**src/rtl/ahb3lite_master_if.sv**
```systemverilog
// AHB-Lite single-transfer master: valid/ready commands become pipelined NONSEQ/SINGLE transfers.
// Response 3 edges after accept with zero-wait slave; cmd_ready drops on wait, error or replay hold.
module ahb3lite_master_if #(
    parameter int         ADDR_W    = 32,
    parameter int         DATA_W    = 32,
    parameter logic [3:0] HPROT_VAL = 4'b0011
) (
    input  logic              HCLK,
    input  logic              HRESETn,
    input  logic              cmd_valid,
    output logic              cmd_ready,
    input  logic              cmd_write,
    input  logic [ADDR_W-1:0] cmd_addr,
    input  logic [2:0]        cmd_size,
    input  logic [DATA_W-1:0] cmd_wdata,
    output logic              rsp_valid,
    output logic [DATA_W-1:0] rsp_rdata,
    output logic              rsp_err,
    output logic              busy,
    output logic [ADDR_W-1:0] HADDR,
    output logic              HWRITE,
    output logic [2:0]        HSIZE,
    output logic [2:0]        HBURST,
    output logic [3:0]        HPROT,
    output logic              HMASTLOCK,
    output logic [1:0]        HTRANS,
    output logic [DATA_W-1:0] HWDATA,
    input  logic [DATA_W-1:0] HRDATA,
    input  logic              HREADY,
    input  logic              HRESP
);

    localparam logic [1:0] TRANS_IDLE   = 2'b00;
    localparam logic [1:0] TRANS_NONSEQ = 2'b10;

    logic              ap_valid;
    logic              ap_hold;
    logic              ap_write;
    logic [ADDR_W-1:0] ap_addr;
    logic [2:0]        ap_size;
    logic [DATA_W-1:0] ap_wdata;

    logic              dp_valid;
    logic              dp_write;
    logic [DATA_W-1:0] dp_wdata;

    logic dp_err;
    logic err_first;
    logic accept;

    assign dp_err    = dp_valid && HRESP;
    assign err_first = dp_err && !HREADY;
    assign cmd_ready = HREADY && !dp_err && !ap_hold;
    assign accept    = cmd_valid && cmd_ready;

    assign HADDR     = ap_addr;
    assign HWRITE    = ap_write;
    assign HSIZE     = ap_size;
    assign HTRANS    = ap_valid ? TRANS_NONSEQ : TRANS_IDLE;
    assign HWDATA    = dp_wdata;
    assign HBURST    = 3'b000;
    assign HPROT     = HPROT_VAL;
    assign HMASTLOCK = 1'b0;
    assign busy      = ap_valid || ap_hold || dp_valid;

    always_ff @(posedge HCLK or negedge HRESETn) begin
        if (!HRESETn) begin
            ap_valid  <= 1'b0;
            ap_hold   <= 1'b0;
            ap_write  <= 1'b0;
            ap_addr   <= '0;
            ap_size   <= 3'b000;
            ap_wdata  <= '0;
            dp_valid  <= 1'b0;
            dp_write  <= 1'b0;
            dp_wdata  <= '0;
            rsp_valid <= 1'b0;
            rsp_err   <= 1'b0;
            rsp_rdata <= '0;
        end else begin
            rsp_valid <= 1'b0;
            rsp_err   <= 1'b0;
            rsp_rdata <= '0;
            if (HREADY) begin
                rsp_valid <= dp_valid;
                rsp_err   <= dp_err;
                rsp_rdata <= (dp_valid && !dp_write) ? HRDATA : '0;
                dp_valid  <= ap_valid;
                dp_write  <= ap_write;
                if (ap_valid && ap_write) begin
                    dp_wdata <= ap_wdata;
                end
                if (ap_hold) begin
                    // Second error cycle just retired the cancelled slot; replay from held regs.
                    ap_valid <= 1'b1;
                    ap_hold  <= 1'b0;
                end else if (accept) begin
                    ap_valid <= 1'b1;
                    ap_write <= cmd_write;
                    ap_addr  <= cmd_addr;
                    ap_size  <= cmd_size;
                    ap_wdata <= cmd_wdata;
                end else begin
                    ap_valid <= 1'b0;
                end
            end else if (err_first && !ap_hold) begin
                // Cancel the pipelined transfer; only hold it if there was one to replay.
                ap_valid <= 1'b0;
                ap_hold  <= ap_valid;
            end
        end
    end

endmodule

```
**config.mk**
```make
export PLATFORM = sky130hd
export DESIGN_NAME = ahb3lite_master_if
export DESIGN_NICKNAME = d
export VERILOG_FILES = /design/src/rtl/ahb3lite_master_if.sv
export SDC_FILE = /design/constraint.sdc
export NUM_CORES = 1
export LEC_CHECK = 0
export CORE_ASPECT_RATIO = 1.25
export CORE_MARGIN = 1.5
export CORE_UTILIZATION = 38
export DETAILED_ROUTE_END_ITERATION = 8
export PLACE_DENSITY = 0.82
export SKIP_CTS_REPAIR_TIMING = 1
export SYNTH_ARGS = -nofsm -noshare
export SYNTH_HDL_FRONTEND = slang
export SYNTH_SLANG_ARGS = --single-unit
```
**constraint.sdc**
```tcl
create_clock -name HCLK -period 1.34 [get_ports HCLK]
set_input_delay 0.201 -clock HCLK [delete_from_list [all_inputs] [get_ports HCLK]]
set_output_delay 0.201 -clock HCLK [all_outputs]
set_load 0.05 [all_outputs]
```
==> results.ini, run 1 <==
[run_status]
outcome = finished with violations
violations = negative setup slack

[yosys]
synth_most_common_cell = dfrtp_1
syn_inst = 312
ys_top_cells_by_area = dfrtp_1 67%, mux2_2 18%, mux2_4 5.8%
synth_cell_types = 20
synth_ff_type = dfrtp_1
synth_edf_count = 0
synthSimpleGateAreaFrac = 0.0559
synth_compound_area_frac = 0.00219
synth_top_family_by_area = multiplexers
synthAdderAreaFrac = 0
synth_xor_area_frac = 0
yosys_warnings = 0
syn_area_sq_um = 5150
ys_seq_elements = 138
syn_area_per_cell_sq_um = 16.5
muxShareOfSynthArea = 0.238
yosysTopAreaCell = dfrtp_1
yosys.area.top_type_share = 0.671
async_flop_share = 1.00
synth_seq_area_share = 0.671
synth_common_cells = 138 x dfrtp_1, 82 x mux2_2, 33 x and2_1

[pwr]
p_leak_uw = 0.00436
p_total_uw = 21200
power_density_nw_per_um2 = 2220
ir_drop_mv = 1.05

[clock_network]
cts_max_level = 4
clockBufferDepth = 2
clk_pin_slew_ns = 0.06
cts_sinks = 138
numCtsBuffers = 17
cts_tree = built
clk_latency_ns = 0.41
root_buffer = clkbuf_16

[finish]
design_area_sq_um = 9560
nNetsFinal = 659
drive_gt1_frac = 0.515
utilization = 0.723
syn_to_final_growth_pct = 85.8
diodes = 0
fillCellCount = 796

[worst_setup_path]
crit_buf_inv = 2
critPathArrivalTime_ns = 1.40
slowest_delay_ns = 0.41
cp_top_family = flip-flops
worstPathCellList = nand2_2 -> buf_4 -> and3b_2 -> buf_12
crit_type = flip-flop to primary output
slowest_stage = dfrtp_2
r2r_end = ap_wdata[23]
worstSetupStartpointType = flip-flop
r2r_cells = 7
crit_path_end_kind = primary output
r2r-start = dp_valid
cp_data_required_time_ns = 1.14
path_max_fanout = 5
rrSetupSlack_ns = -0.23

[min_path]
hp-class = input pin to asynchronous set/reset pin

[sta]
finClkSkew_ns = 0.00588
fmax_mhz = 625
fin_crit_ns = 1.60
hold_violations = 0
maxSlewViolCount = 0
period_share = 1.19
setup_slack_ns = -0.260
rsz0062_at_grt = true
setup_violations = 102

[detailed_routing]
vias_per_cell = 4.68
vias = 3455
drcViolationCount = 0
drt_iter0_drc = 103
drt-wirelength-per-cell_um = 19.9
ant_nets = 0
first_pass_iters = 4
finalWirelength_mm = 14.7

[grt]
grt_pass1_wl_mm = 20.7
grt_usage = 0.194
antenna_found_initial = 0
first_global_vias = 3837
grt_overflow = 0
grt_max_degree = 49

[run]
max_cap_violations = 0

[placement]
port_buffers = 209
place_hpwl_mm = 9.41
gp_congestion = 0.710
place_area_sq_um = 8550

[floorplanning]
placementRows = 47
start_util = 0.389
die_x_um = 107
die_h_um = 133
die-area_sq_um = 14300
core_area_sq_um = 13200
io_pins = 219

-- power breakdown --
part / switching, uW / internal, uW
Combinational: 4660 / 5170
Sequential: 1200 / 5400
Clock: 1810 / 2990
-- registers in the layout, summed over array words and instances, names as in the netlist --
register	count
rsp_rdata	32
ap_hold	1
ap_valid	1
HADDR	32
rsp_err	1
rsp_valid	1
dp_write	1
HSIZE	3
HWRITE	1
dp_valid	1
ap_wdata	32
HWDATA	32
-- layout make-up --
type                       instances  area [sq um]  share of cell area
timing repair buffer             240          3630               0.380
clock inverter                    13           168              0.0175
tap                              171           214              0.0224
multi-input combinational        157          1650               0.173
clock buffer                      19           443              0.0463
sequential                       138          3460               0.361
-- how the worst max path moves through the flow --
stage	startpoint	to	slack (ns)	cells past startpoint
after floorplan	dp_valid	HADDR[11]	0.005	5
after detailed placement	HRESP	HADDR[31]	-0.38	5
after global routing	dp_valid	cmd_ready	-0.31	4
after CTS	ap_valid	busy	-0.36	2
final	dp_valid	cmd_ready	-0.26	4
after global placement	HREADY	HWDATA[7]	-0.32	5
-- worst reg2reg max path, cell delays in order (launching register included) --
cell	delay (ns)
dfrtp_2	0.41
nand2_2	0.08
buf_6	0.12
nand4b_4	0.09
buf_12	0.18
buf_6	0.12
buf_6	0.12
mux2_2	0.33
-- placed cells by master, fill, tap and decap left out --
| cell | count |
|---|---|
| inv_6 | 3 |
| clkbuf_16 | 24 |
| clkbuf_1 | 1 |
| a31oi_1 | 1 |
| conb_1 | 9 |
| mux2_2 | 70 |
| nand3_2 | 1 |
| nand2b_1 | 1 |
| dlygate4sd3_1 | 1 |
| buf_12 | 113 |
| or3_4 | 1 |
| dfrtp_1 | 135 |
| nand2_2 | 1 |
| and3b_2 | 1 |
| dfrtp_2 | 3 |
| buf_8 | 1 |
| clkinv_2 | 1 |
| nand4b_4 | 1 |
| and2_4 | 14 |
| and3_1 | 1 |
| clkinv_4 | 1 |
| clkinvlp_4 | 5 |
| bufinv_16 | 3 |
| buf_4 | 8 |
| a21oi_1 | 1 |
| and2b_4 | 1 |
| nor2_1 | 3 |
| and2_1 | 19 |
| mux2_4 | 32 |
| clkdlybuf4s50_1 | 103 |
| buf_6 | 7 |
| clkbuf_8 | 1 |
-- cell families (layout without fill, tap and decap cells) --
family | count (synthesis) | count (layout)
flops | 138 | 138
simple gates | 44 | 44
compound gates | 2 | 2
mux | 102 | 102
buf+inv | 24 | 272
other cells | 2 | 9
-- stage by stage --
| stage | TNS (ns) | hold slack, ns | setup slack, ns | cells |
|---|---|---|---|---|
| after floorplan | 0 | -0.0946 | 0.00453 | 319 |
| after global placement | -35.50 | 0.123 | -0.324 | 689 |
| after detailed placement | -38.88 | 0.130 | -0.384 | 689 |
| after CTS | -5.61 | -0.318 | -0.359 | 721 |
| after global routing | -20.29 | 0.274 | -0.314 | 738 |
| final | -16.31 | 0.269 | -0.260 | 738 |
-- metal layers --
metal  global-route usage  up-vias  part of all wire
met1                0.202     1768              0.35
met5                    0        -                 0
met3               0.0822       16             0.080
met2                0.347      153              0.56
li1                     -     1518                 -
met4               0.0652        0             0.011
No activity file was read; power rests on OpenSTA's default activity.
==> run 2, diff against run 1 <==
--- a/config.mk
+++ b/config.mk
@@ -11,6 +11,7 @@
 export DETAILED_ROUTE_END_ITERATION = 8
 export PLACE_DENSITY = 0.82
 export SKIP_CTS_REPAIR_TIMING = 1
+export SKIP_LAST_GASP = 1
 export SYNTH_ARGS = -nofsm -noshare
 export SYNTH_HDL_FRONTEND = slang
 export SYNTH_SLANG_ARGS = --single-unit
==> constraint.sdc (replaced) <==
create_clock -name HCLK -period 1.34 [get_ports HCLK]
set_input_delay 0.201 -clock HCLK [delete_from_list [all_inputs] [get_ports HCLK]]
set_output_delay 0.201 -clock HCLK [all_outputs]
set_load 0.1 [all_outputs]
==> results.ini, run 2 (synthesis results as in run 1) <==
[clock_network]
root_buffer = clkbuf_16
clk_pin_slew_ns = 0.06  ; about the same
numCtsBuffers = 17  ; unchanged
cts_sinks = 138  ; unchanged
clockBufferDepth = 2  ; unchanged
cts_tree = built
cts_max_level = 4  ; unchanged
clk_latency_ns = 0.42  ; about the same

[finish]
nNetsFinal = 651  ; -1.2%
design_area_sq_um = 9410  ; -1.6%
drive_gt1_frac = 0.483  ; -0.0320
fillCellCount = 821  ; +3.1%
final_cell_mix = 135 x dfrtp_1, 115 x buf_12, 103 x clkdlybuf4s50_1
fin_cells = 730  ; -1.1%
syn_to_final_growth_pct = 82.9
diodes = 0  ; unchanged
layout_commonest_cell = dfrtp_1

[floorplanning]
die-area_sq_um = 14300  ; unchanged
placementRows = 47  ; unchanged
core_area_sq_um = 13200  ; unchanged
io_pins = 219  ; unchanged
die_x_um = 107  ; unchanged
die_h_um = 133  ; unchanged
start_util = 0.389  ; unchanged

[pwr]
power_density_nw_per_um2 = 2640  ; +19%
p_total_uw = 24800  ; +17%
ir_drop_mv = 1.54  ; +46%
p_leak_uw = 0.00425  ; -2.5%

[sta]
setup_slack_ns = -0.307  ; -0.0470 ns
maxSlewViolCount = 0  ; unchanged
fmax_mhz = 607  ; -2.9%
period_share = 1.23  ; +0.0351
rsz0062_at_grt = true
setup_violations = 70  ; -31%
timing.hold.ws_ns = 0.204  ; -0.0652 ns
hold_violations = 0  ; unchanged
finClkSkew_ns = 0.00787  ; +0.00199 ns
fin_crit_ns = 1.65  ; +0.0470 ns

[worst_setup_path]
cp_data_required_time_ns = 1.14  ; about the same
critPathArrivalTime_ns = 1.45  ; +0.05 ns
crit_type = flip-flop to primary output
crit_path_end_kind = primary output
path_max_fanout = 6  ; +1
worstSetupStartpointType = flip-flop

[detailed_routing]
drt-wirelength-per-cell_um = 18.0  ; -9.7%
first_pass_iters = 4  ; unchanged
ant_nets = 0  ; unchanged
vias_per_cell = 4.60  ; -1.7%
vias = 3360  ; -2.7%
drt_iter0_drc = 86  ; -17%
finalWirelength_mm = 13.1  ; -11%
drcViolationCount = 0  ; unchanged

[min_path]
hp-class = input pin to asynchronous set/reset pin

[grt]
grt_overflow = 0  ; unchanged
grt_pass1_wl_mm = 20.0  ; -3.2%
grt_usage = 0.187  ; -0.00738
first_global_vias = 3763  ; -1.9%
antenna_found_initial = 0  ; unchanged
grt_max_degree = 58  ; +18%

[placement]
dpl_worst_slack_ns = -0.365  ; +0.0193 ns
place_area_sq_um = 8570  ; +0.18%
port_buffers = 209  ; unchanged
place_inst = 686  ; -0.44%
gp_congestion = 0.728  ; +2.5%
place_hpwl_mm = 9.11  ; -3.2%

[run]
max_cap_violations = 0  ; unchanged

[run_status]
outcome = finished with violations
violations = negative setup slack

==> run 2: routing by layer <==
layer	up-vias	GRT usage	wire length (um)
li1	1508	-	-
met1	1691	0.197	4580
met2	141	0.326	7300
met3	20	0.0817	1000
met4	0	0.0704	255
met5	-	0	0
==> run 2: cell type report <==
cell class                      count  area (sq um)  area share
Clock buffer                       20           467      0.0496
Sequential cell                   138          3460       0.367
Clock inverter                     12           170      0.0181
Timing Repair Buffer              232          3520       0.374
Tap cell                          171           214      0.0227
Multi-Input combinational cell    157          1580       0.168
==> run 2: power breakdown <==
part           internal (uW)  switching (uW)  leakage (uW)
logic                   5070            8210       0.00226
clock network           3250            1730      0.000304
registers               5400            1180       0.00169
==> run 2: critical path: stages (launching register included) <==
cell and delay, ns:
dfrtp_2 0.46, or3_4 0.39, buf_12 0.17
==> run 2: worst paths after layout <==
path,startpoint,to,slack (ns),cells after the start
max,dp_valid,busy,-0.31,2
min,HRESETn,HADDR[22],0.20,2
max reg2reg,dp_valid,ap_wdata[29],-0.22,6
min reg2reg,ap_wdata[2],ap_wdata[2],0.50,1
max in group asynchronous,HRESETn,ap_wdata[25],0.57,3
min in group HCLK,HRDATA[31],rsp_rdata[31],0.34,2
==> run 2: stage by stage <==
| step | TNS (ns) | util |
|---|---|---|
| 6_report | -13.22 | 0.711 |
| 3_5_place_dp | -41.43 | 0.648 |
| 5_1_grt | -15.75 | 0.711 |
| 4_1_cts | -5.63 | 0.696 |
| 3_3_place_gp | -40.89 | 0.648 |
| 2_1_floorplan | -0.570 | - |
==> run 3, diff against run 2 <==
--- a/config.mk
+++ b/config.mk
@@ -5,11 +5,13 @@
 export SDC_FILE = /design/constraint.sdc
 export NUM_CORES = 1
 export LEC_CHECK = 0
+export CAP_MARGIN = 20
 export CORE_ASPECT_RATIO = 1.25
 export CORE_MARGIN = 1.5
 export CORE_UTILIZATION = 38
 export DETAILED_ROUTE_END_ITERATION = 8
-export PLACE_DENSITY = 0.82
+export PLACE_DENSITY = 0.76
+export RECOVER_POWER = 25
 export SKIP_CTS_REPAIR_TIMING = 1
 export SKIP_LAST_GASP = 1
 export SYNTH_ARGS = -nofsm -noshare
==> results.ini, run 3 (synthesis results as in run 1) <==
[finish]
syn_to_final_growth_pct = 80.3
drive_gt1_frac = 0.478  ; -0.00545
seqCellArea_sq_um = 3460  ; unchanged
final_cell_mix = 135 x dfrtp_1, 114 x buf_12, 103 x clkdlybuf4s50_1
diodes = 0  ; unchanged
layout_commonest_cell = dfrtp_1
fillCellCount = 888  ; +8.2%
utilization = 0.701  ; -0.0104
design_area_sq_um = 9280  ; -1.5%
nNetsFinal = 649  ; -0.31%
multi_input_area_sq_um = 1580  ; -0.24%

[pwr]
p_leak_uw = 0.00417  ; -1.8%
p_total_uw = 24400  ; -1.8%
ir_drop_mv = 1.66  ; +7.6%
power_density_nw_per_um2 = 2630  ; -0.36%

[clock_network]
clk_pin_slew_ns = 0.06  ; about the same
cts_max_level = 4  ; unchanged
cts_sinks = 138  ; unchanged
cts_tree = built
clk_latency_ns = 0.40  ; -0.02 ns
numCtsBuffers = 17  ; unchanged
root_buffer = clkbuf_16
clockBufferDepth = 2  ; unchanged

[detailed_routing]
vias_per_cell = 4.56  ; -0.89%
drcViolationCount = 0  ; unchanged
vias = 3321  ; -1.2%
drt_iter0_drc = 39  ; -55%
first_pass_iters = 4  ; unchanged
ant_nets = 0  ; unchanged
finalWirelength_mm = 12.0  ; -8.8%
drt-wirelength-per-cell_um = 16.5  ; -8.6%

[grt]
use_met2 = 0.315  ; -0.0106
grt_overflow = 0  ; unchanged
grt_usage = 0.178  ; -0.00918
met3_usage = 0.0778  ; -0.00391
grt_pass1_wl_mm = 19.3  ; -3.7%
use_met1 = 0.185  ; -0.0113
grt_max_degree = 47  ; -19%
busiest_layer = met2
first_global_vias = 3778  ; +0.40%
antenna_found_initial = 0  ; unchanged

[worst_setup_path]
critPathArrivalTime_ns = 1.42  ; -0.03 ns
crit_path_start = dp_valid
path_max_fanout = 4  ; -2
crit_type = flip-flop to primary output
r2r-start = dp_valid
rrSetupSlack_ns = -0.14  ; +0.08 ns
endpoint = busy
cp_data_required_time_ns = 1.14  ; about the same
crit_path_end_kind = primary output
r2r_end = ap_wdata[12]
worstSetupStartpointType = flip-flop
r2r_cells = 5  ; -1

[floorplanning]
core_area_sq_um = 13200  ; unchanged
die-area_sq_um = 14300  ; unchanged
die_x_um = 107  ; unchanged
placementRows = 47  ; unchanged
io_pins = 219  ; unchanged
start_util = 0.389  ; unchanged
die_h_um = 133  ; unchanged

[min_path]
hp-class = input pin to flip-flop

[sta]
tightest_slew_ns = 0.797
timing.hold.ws_ns = 0.348  ; +0.144 ns
rsz0062_at_grt = true
setup_violations = 98  ; +40%
maxSlewViolCount = 0  ; unchanged
fmax_mhz = 619  ; +1.9%
setup_slack_ns = -0.276  ; +0.0310 ns
period_share = 1.21  ; -0.0232
hold_violations = 0  ; unchanged
relSlewSlack = 0.469
finClkSkew_ns = 0.0104  ; +0.00253 ns
fin_crit_ns = 1.62  ; -0.0310 ns

[placement]
gp_congestion = 0.733  ; +0.80%
place_hpwl_mm = 9.11  ; about the same
port_buffers = 209  ; unchanged
place_area_sq_um = 8630  ; +0.67%

[run_status]
violations = negative setup slack
outcome = finished with violations

[run]
max_cap_violations = 0  ; unchanged

run 3: metal layers:
metal / routed length, um / up-vias
li1: - / 1508
met1: 4000 / 1661
met2: 6710 / 137
met3: 1080 / 15
met4: 187 / 0
met5: 0 / -
run 3: stage by stage:
step	cells	setup slack, ns	setup TNS (ns)
4_1_cts	724	-0.413	-4.76
2_1_floorplan	319	-0.0190	-0.570
3_5_place_dp	692	-0.364	-42.31
6_report	728	-0.276	-7.91
5_1_grt	728	-0.311	-13.16
3_3_place_gp	692	-0.313	-37.89
run 3: layout make-up:
class                   instances  share of cell area
clock buffers                  23              0.0526
clock inverters                 9              0.0124
multi-input cells             157               0.170
flip-flops and latches        138               0.373
well taps                     171              0.0231
repair buffers                230               0.369
run 3: worst min-delay path by stage:
stage                   start      endpoint  slack, ns  cells after the start
floorplan             HRESETn      HADDR[0]      -0.09                      0
global placement      HRESETn     HADDR[24]        0.1                      1
detailed placement    HRESETn     HADDR[25]        0.1                      1
CTS                   HRESETn    HWDATA[16]      -0.33                      1
global route        HRDATA[2]  rsp_rdata[2]       0.35                      2
finish              HRDATA[5]  rsp_rdata[5]       0.35                      2
run 3: power breakdown:
part | internal (uW) | switching, uW | total [uW]
clock | 2950 | 1690 | 4640
combinational | 5030 | 8160 | 13200
sequential | 5400 | 1160 | 6560
run 3: worst max-delay path: stages, from the launching register on:
cell     delay [ns]
dfrtp_2        0.44
or3_4          0.39
buf_12         0.17
